--- src/rtl/alu_mul_seq.sv ---
// 8x8 unsigned shift-add multiplier that borrows the core ALU adder for eight cycles.
// The adder carry is rebuilt from operand/result MSBs since the ALU exports none.

module alu_mul_seq_carry (
  input  logic a_msb,
  input  logic b_msb,
  input  logic s_msb,
  output logic carry
);
  // Carry out of an 8-bit add: both MSBs set, or one set and the sum MSB cleared.
  assign carry = (a_msb & b_msb) | ((a_msb | b_msb) & ~s_msb);
endmodule

module alu_mul_seq (
  input  logic       clk_in,
  input  logic       rst_in,
  input  logic       start_in,
  input  logic [7:0] a_in,
  input  logic [7:0] b_in,
  input  logic       seg_sel_in,
  output logic       busy_out,
  output logic       done_out,
  output logic [7:0] result_out,
  output logic       alu_own_out,
  output logic [2:0] alu_unit_sel_out,
  output logic       alu_op_sel_out,
  output logic [7:0] alu_acc_out,
  output logic [7:0] alu_src_out,
  input  logic [7:0] alu_res_in
);

  typedef enum logic [1:0] {
    S_IDLE = 2'd0,
    S_RUN  = 2'd1,
    S_DONE = 2'd2
  } state_t;

  state_t     state, state_nxt;
  logic [7:0] mcand, hi, lo;
  logic [2:0] cnt;
  logic [7:0] addend;
  logic       carry;

  // Partial product term for this iteration: multiplicand gated by the current multiplier bit.
  assign addend = lo[0] ? mcand : 8'h00;

  alu_mul_seq_carry u_carry (
    .a_msb (hi[7]),
    .b_msb (addend[7]),
    .s_msb (alu_res_in[7]),
    .carry (carry)
  );

  assign alu_unit_sel_out = 3'b000;
  assign alu_op_sel_out   = 1'b0;
  assign result_out       = seg_sel_in ? hi : lo;

  always_comb begin
    state_nxt   = state;
    busy_out    = 1'b0;
    done_out    = 1'b0;
    alu_own_out = 1'b0;
    alu_acc_out = 8'h00;
    alu_src_out = 8'h00;
    case (state)
      S_IDLE: begin
        if (start_in) state_nxt = S_RUN;
      end
      S_RUN: begin
        busy_out    = 1'b1;
        alu_own_out = 1'b1;
        alu_acc_out = hi;
        alu_src_out = addend;
        if (cnt == 3'd7) state_nxt = S_DONE;
      end
      S_DONE: begin
        busy_out  = 1'b1;
        done_out  = 1'b1;
        state_nxt = S_IDLE;
      end
      default: state_nxt = S_IDLE;
    endcase
  end

  always_ff @(posedge clk_in) begin
    if (rst_in) begin
      state <= S_IDLE;
      mcand <= 8'h00;
      hi    <= 8'h00;
      lo    <= 8'h00;
      cnt   <= 3'd0;
    end else begin
      state <= state_nxt;
      case (state)
        S_IDLE: begin
          if (start_in) begin
            mcand <= a_in;
            lo    <= b_in;
            hi    <= 8'h00;
            cnt   <= 3'd0;
          end
        end
        S_RUN: begin
          // Shift the 17-bit {carry,sum,lo} right by one; lo drains multiplier bits as product bits fill in.
          {hi, lo} <= {carry, alu_res_in, lo[7:1]};
          cnt      <= cnt + 3'd1;
        end
        default: ;
      endcase
    end
  end

endmodule
--- config.mk ---
export PLATFORM = sky130hd
export DESIGN_NAME = alu_mul_seq
export DESIGN_NICKNAME = d
export VERILOG_FILES = /design/src/rtl/alu_mul_seq.sv
export SDC_FILE = /design/constraint.sdc
export NUM_CORES = 1
export LEC_CHECK = 0
export CORE_MARGIN = 10
export CORE_UTILIZATION = 50
export CTS_CLUSTER_DIAMETER = 100
export DETAILED_ROUTE_END_ITERATION = 8
export DONT_BUFFER_PORTS = 1
export PLACE_DENSITY = 0.73
export SYNTH_ARGS = -nofsm -noshare
export SYNTH_HDL_FRONTEND = slang
export SYNTH_SLANG_ARGS = --single-unit
--- constraint.sdc ---
create_clock -name clk_in -period 2.5 [get_ports clk_in]
set_clock_uncertainty 0.05 [all_clocks]
set_input_delay 0.5 -clock clk_in [delete_from_list [all_inputs] [get_ports clk_in]]
set_output_delay 0.5 -clock clk_in [all_outputs]
set_load 0.02 [all_outputs]
[Word level (Yosys, flattened, before mapping)]
Index checks and enable logic that the tools add are counted.
Cells by class
  add/subtract/negate cells: 1
  multiply operators: 0
  div/mod/pow operators: 0
  order comparisons: 0
  equal/unequal tests: 5
  shift-type cells: 0
  muxes and demuxes: 16
  bitwise operators: 5
  reduce and logical (&&, ||, !) cells: 6
Operator list (number)
  8-bit two-way mux: 6
  8-bit one-hot mux with 2 select lines: 2
  3-bit one-hot mux with 2 select lines: 1
  2-bit AND reduction: 3
  2-bit two-way mux: 2
  2-bit != test, second input constant: 2
  2-bit one-hot mux with 2 select lines: 1
  3-bit by 1-bit adder with 3-bit output, second input constant: 1
  3-bit equality test, second input constant: 1
  1-bit two-way mux: 3
  3-bit two-way mux: 1
  1-bit bitwise AND: 2
  2-bit by 1-bit equality test with 1-bit output, second input constant: 1
  2-bit equality test, second input constant: 1
  2-bit zero test: 1
  1-bit bitwise OR: 2
  2-bit nonzero test: 1
  2-bit OR reduction: 1
  1-bit inverter: 1
Word-level totals
  register bits after elaboration: 29
  bits in latches: 0
  RAM bits: 0
  ROM bits: 0
  input port bits: 28
  output and inout port bits: 31
  word-level logic and storage cells: 38
  memories kept: 0

[Longest topological paths before layout]
  depth after elaboration: 5
  depth in mapped cells: 7
  depth with buffers taken out: 5

[Cells and area by module]
From an unflattened synthesis, not the netlist that was laid out.
Second synthesis, totals
  cell total of the unflattened synthesis: 185
  area total of the unflattened synthesis: 1694.1 sq um
By module, submodules not included
  alu_mul_seq: instances 1, cells an instance 183, area each 1679.1 sq um
  alu_mul_seq_carry: instances 1, cells an instance 2, area each 15.0 sq um

[Least setup slack after synthesis]
No wires, ideal clock.
  path kind: flip-flop to output port
  from: reg state[1]
  to: out alu_src_out[4]
  arrival: 1404 ps
  data required time: 1950 ps
  slack: 546 ps
  stages on the path, launching flop included: 6
  path buffers: 2
  cells stage by stage: dfxtp_1 -> inv_1 -> ha_1 -> buf_4 -> clkbuf_1 -> and3_1
On the way
  word-level cells in the longest chain between the ends: 2
RTL lines
  start: declaration: RTL line 38  | state_t state, state_nxt;
  start signal: assignment: RTL line 93  | state <= state_nxt;
  2-bit by 1-bit equality test with 1-bit output: RTL line 65  | case (state)
  8-bit two-way mux: RTL line 65
  end: declaration: RTL line 28  | output logic [7:0] alu_src_out,
No other way between the ends.

[Worst setup path after layout]
  from: reg state[1]
  to: out alu_src_out[3]
The elaborated chain is that of the path after synthesis.

==> qor.log <==
qor: timing.period_share 87.4%
qor: cts.clock_tree_from_tritoncts built
qor: min_path.worstHoldPathCells 1
qor: floorplanning.core.rowCount 19
qor: floorplanning.design.portCount 59
qor: grt.initial_antenna_violation_count 0
qor: synth.cell_types_occupying_the_most_area_after_synthesis sky130_fd_sc_hd__dfxtp_1 39%, sky130_fd_sc_hd__mux2i_1 6.1%, sky130_fd_sc_hd__mux2_2 6.1%
qor: synth.synth_top_cell_area_share 39.1%
qor: place.gpl_congestion 0.699
qor: cts.numClockSinks 29
qor: worst_setup_path.crit_path_start_kind flip-flop
qor: detailed_routing.avgRoutedWirePerCell 18.5 microns
qor: synth.ys.warnings.count 0
qor: flow_run.max_cap_violations 0
qor: synth.synth_seq_area_share 39.1%
qor: cts.root_buffer_cell sky130_fd_sc_hd__clkbuf_4
qor: min_path.min-delay-path-class primary input to flip-flop
qor: cts.postCtsHoldBufs 0
qor: grt.grt_start_max_net_pins 41
qor: pwr.power_frac_comb 19.4%
qor: cts.clk_transition_reported_paths 0.09 ns
qor: synth.leading_post_synthesis_cells_by_instance_count 29 x sky130_fd_sc_hd__dfxtp_1, 17 x sky130_fd_sc_hd__nor2_1, 11 x sky130_fd_sc_hd__a21oi_1, 11 x sky130_fd_sc_hd__nand2_1, 10 x sky130_fd_sc_hd__a32oi_1
qor: timing.maxClockFrequency 458 MHz
qor: synth.ys.flop_type sky130_fd_sc_hd__dfxtp_1
qor: detailed_routing.drt_iter0_drc 61
qor: layout.flow.area_growth_from_synthesis 1.43%
qor: detailed_routing.detailroute.via_count 1,118
qor: worst_setup_path.timing.critical_path.cells inv_1 > ha_1 > buf_12 > and3_1
qor: worst_setup_path.crit_slowest_cell sky130_fd_sc_hd__dfxtp_1
qor: cts.worstSkewPairLatency 0.31 ns
qor: synth.synth_largest_area_cell sky130_fd_sc_hd__dfxtp_1
qor: floorplanning.core_area 0.00281 sq mm
qor: worst_setup_path.timing.critical_path.slowest_cell_delay 0.34 ns
qor: place.detailed_place.area 0.00146 sq mm
qor: layout.drive_gt1_share 11.3%
qor: timing.finalWorstPathRequiredPeriod 2.18 ns
qor: cts.cts-root-to-sink-buffers 2
qor: worst_setup_path.endpoint_kind output port
qor: place.placed_instances 183
qor: layout.finish.instance_area 0.00151 sq mm
qor: grt.first_global_vias 1,142
qor: status.outcome complete, no violations
qor: grt.grt_pass1_wl 5580 microns
qor: synth.postSynthRegisterBits 29
qor: grt.globalRouteOverflowTotal 0
qor: place.post-dp-hpwl 2620 microns
qor: layout.finish.net_count 192
qor: timing.setup_repair_after_global_routing_missed_its_margin no
qor: worst_setup_path.timing_worst_setup_path_type flip-flop to output port
qor: floorplanning.die_area 0.00555 sq mm
qor: detailed_routing.drt_pre_antenna_iters 4
qor: cts.cts_buffers 5
qor: detailed_routing.route.final.wire_length 3530 microns
qor: floorplanning.chipHeight 74.5 microns
qor: timing.slew_headroom 65.2%
qor: floorplanning.fp.dieW 74.5 microns
qor: synth.synthesis.instances 165
qor: place.port_buffers 0
qor: timing.worst-slew-pin-transition 0.522 ns
qor: detailed_routing.post_route_drc_violation_count 0
qor: timing.hold_viol_final 0
qor: floorplanning.floorplan.initialDensity 52.9%
qor: pwr.total_power 963 uW
qor: cts.post_cts_resized 0
qor: timing.setup_viol_count_final 0
qor: pwr.power.net_switching 286 uW
qor: pwr.power.ir.vdd_worst 0.419 mV
qor: grt.globalRouteMet3Util 6.91%
qor: cts.cts-htree-levels 2
qor: layout.finalNonFillerCells 191
qor: synth.synth-async-reset-ratio 0%
qor: synth.netlist-cell-type-count 28
qor: grt.grt_usage 12.7%
qor: pwr.internal_power 677 uW
qor: synth.synth.cell_area 0.00148 sq mm
qor: timing.finalHoldWorstSlack 0.198 ns
qor: pwr.netSwitchingFraction 29.7%
qor: layout.antenna-diode-count 0
qor: grt.grt.busiest_layer met2
qor: pwr.power_frac_clock 26.8%
qor: synth.synth_edf_count 0
qor: timing.timing.final.max_slew_violations 0
qor: worst_setup_path.r2r_cells 5
qor: synth.syn-mean-instance-area 8.99 sq um
qor: timing.setup_tns 0 ns
qor: pwr.sequentialPowerShare 53.8%
qor: worst_setup_path.largest_fanout_on_the_critical_path 40
qor: pwr.power_density 640 mW/mm^2
qor: synth.synth_most_common_cell sky130_fd_sc_hd__dfxtp_1
qor: grt.grt_use_met1 13.3%
qor: cts.post_cts_buffers 0
qor: detailed_routing.drtAntennaViolNets 0
qor: detailed_routing.routed_via_density 5.85
qor: worst_setup_path.worstPathRequired 1.95 ns
qor: pwr.power_leakage 0.612 nW
qor: worst_setup_path.cp.arrival 1.63 ns
qor: grt.use_met2 21.8%
-- power groups by stage --
stage / sequential, mW / clock (mW) / combinational [mW]
CTS: 0.518 / 0.267 / 0.189
global placement: 0.527 / 0 / 0.181
global route: 0.523 / 0.288 / 0.206
finish: 0.518 / 0.258 / 0.187
floorplan: 0.519 / 0 / 0.183
detailed placement: 0.529 / 0 / 0.188
-- layout by cell type, fill, tap and decap left out, types with 4 or more instances in the layout --
cell type	count
sky130_fd_sc_hd__a211oi_1	7
sky130_fd_sc_hd__nand2_1	11
sky130_fd_sc_hd__nand3_1	8
sky130_fd_sc_hd__ha_1	5
sky130_fd_sc_hd__dfxtp_1	29
sky130_fd_sc_hd__a21oi_1	11
sky130_fd_sc_hd__and3_1	8
sky130_fd_sc_hd__nor2_1	17
sky130_fd_sc_hd__mux2i_1	9
sky130_fd_sc_hd__mux2_2	8
sky130_fd_sc_hd__conb_1	4
sky130_fd_sc_hd__and2_1	8
sky130_fd_sc_hd__clkbuf_4	5
sky130_fd_sc_hd__a32oi_1	10
-- path summary, 6_finish.rpt --
kind / startpoint / endpoint / slack [ns]
min: rst_in / cnt[0] / 0.20
max: state[1] / alu_src_out[3] / 0.32
min reg2reg: mcand[3] / mcand[3] / 0.40
max reg2reg: state[0] / hi[4] / 0.63
-- layout make-up --
| type | count | area, sq um |
|---|---|---|
| tap | 31 | 38.8 |
| sequential | 29 | 581 |
| inverter | 3 | 11.3 |
| clock buffer | 8 | 48.8 |
| multi-input combinational | 118 | 798 |
| timing repair buffer | 2 | 27.5 |
| fill | 281 | 1300 |
-- critical path, delay by kind of cell (launching register included) --
family / cells / cell delay (ns)
buffers and inverters: 2 / 0.32
flip-flops: 1 / 0.34
AND/OR/NAND/NOR: 1 / 0.32
adder cells (fa/ha/maj): 1 / 0.34
-- metal layers --
metal | up-vias | part of all wire, %
met3 | 4 | 9.3
met4 | 0 | 0.59
met2 | 31 | 53
met5 | - | 0
met1 | 518 | 37
li1 | 565 | -
-- flip-flops by register name, indices dropped and copies added, names as in the netlist --
signal / count
hi: 8
lo: 8
state: 2
cnt: 3
mcand: 8
-- cell families after synthesis --
kind of cell	Yosys count	synth area share (%)
compound gates	32	15.7
simple gates	59	19.7
buf+inv	21	7.84
fa+ha+maj	5	4.22
other cells	1	0.253
mux	18	13.2
flops	29	39.1
-- stage by stage --
step / worst slack (ns) / util [%]
after detailed placement: 0.652 / 51.9
after floorplan: 0.546 / -
final: 0.315 / 53.7
after global routing: 0.220 / 53.7
after CTS: 0.299 / 53.7
after global placement: 0.685 / 51.9
Note: power is estimated with default switching activity, not from simulation.
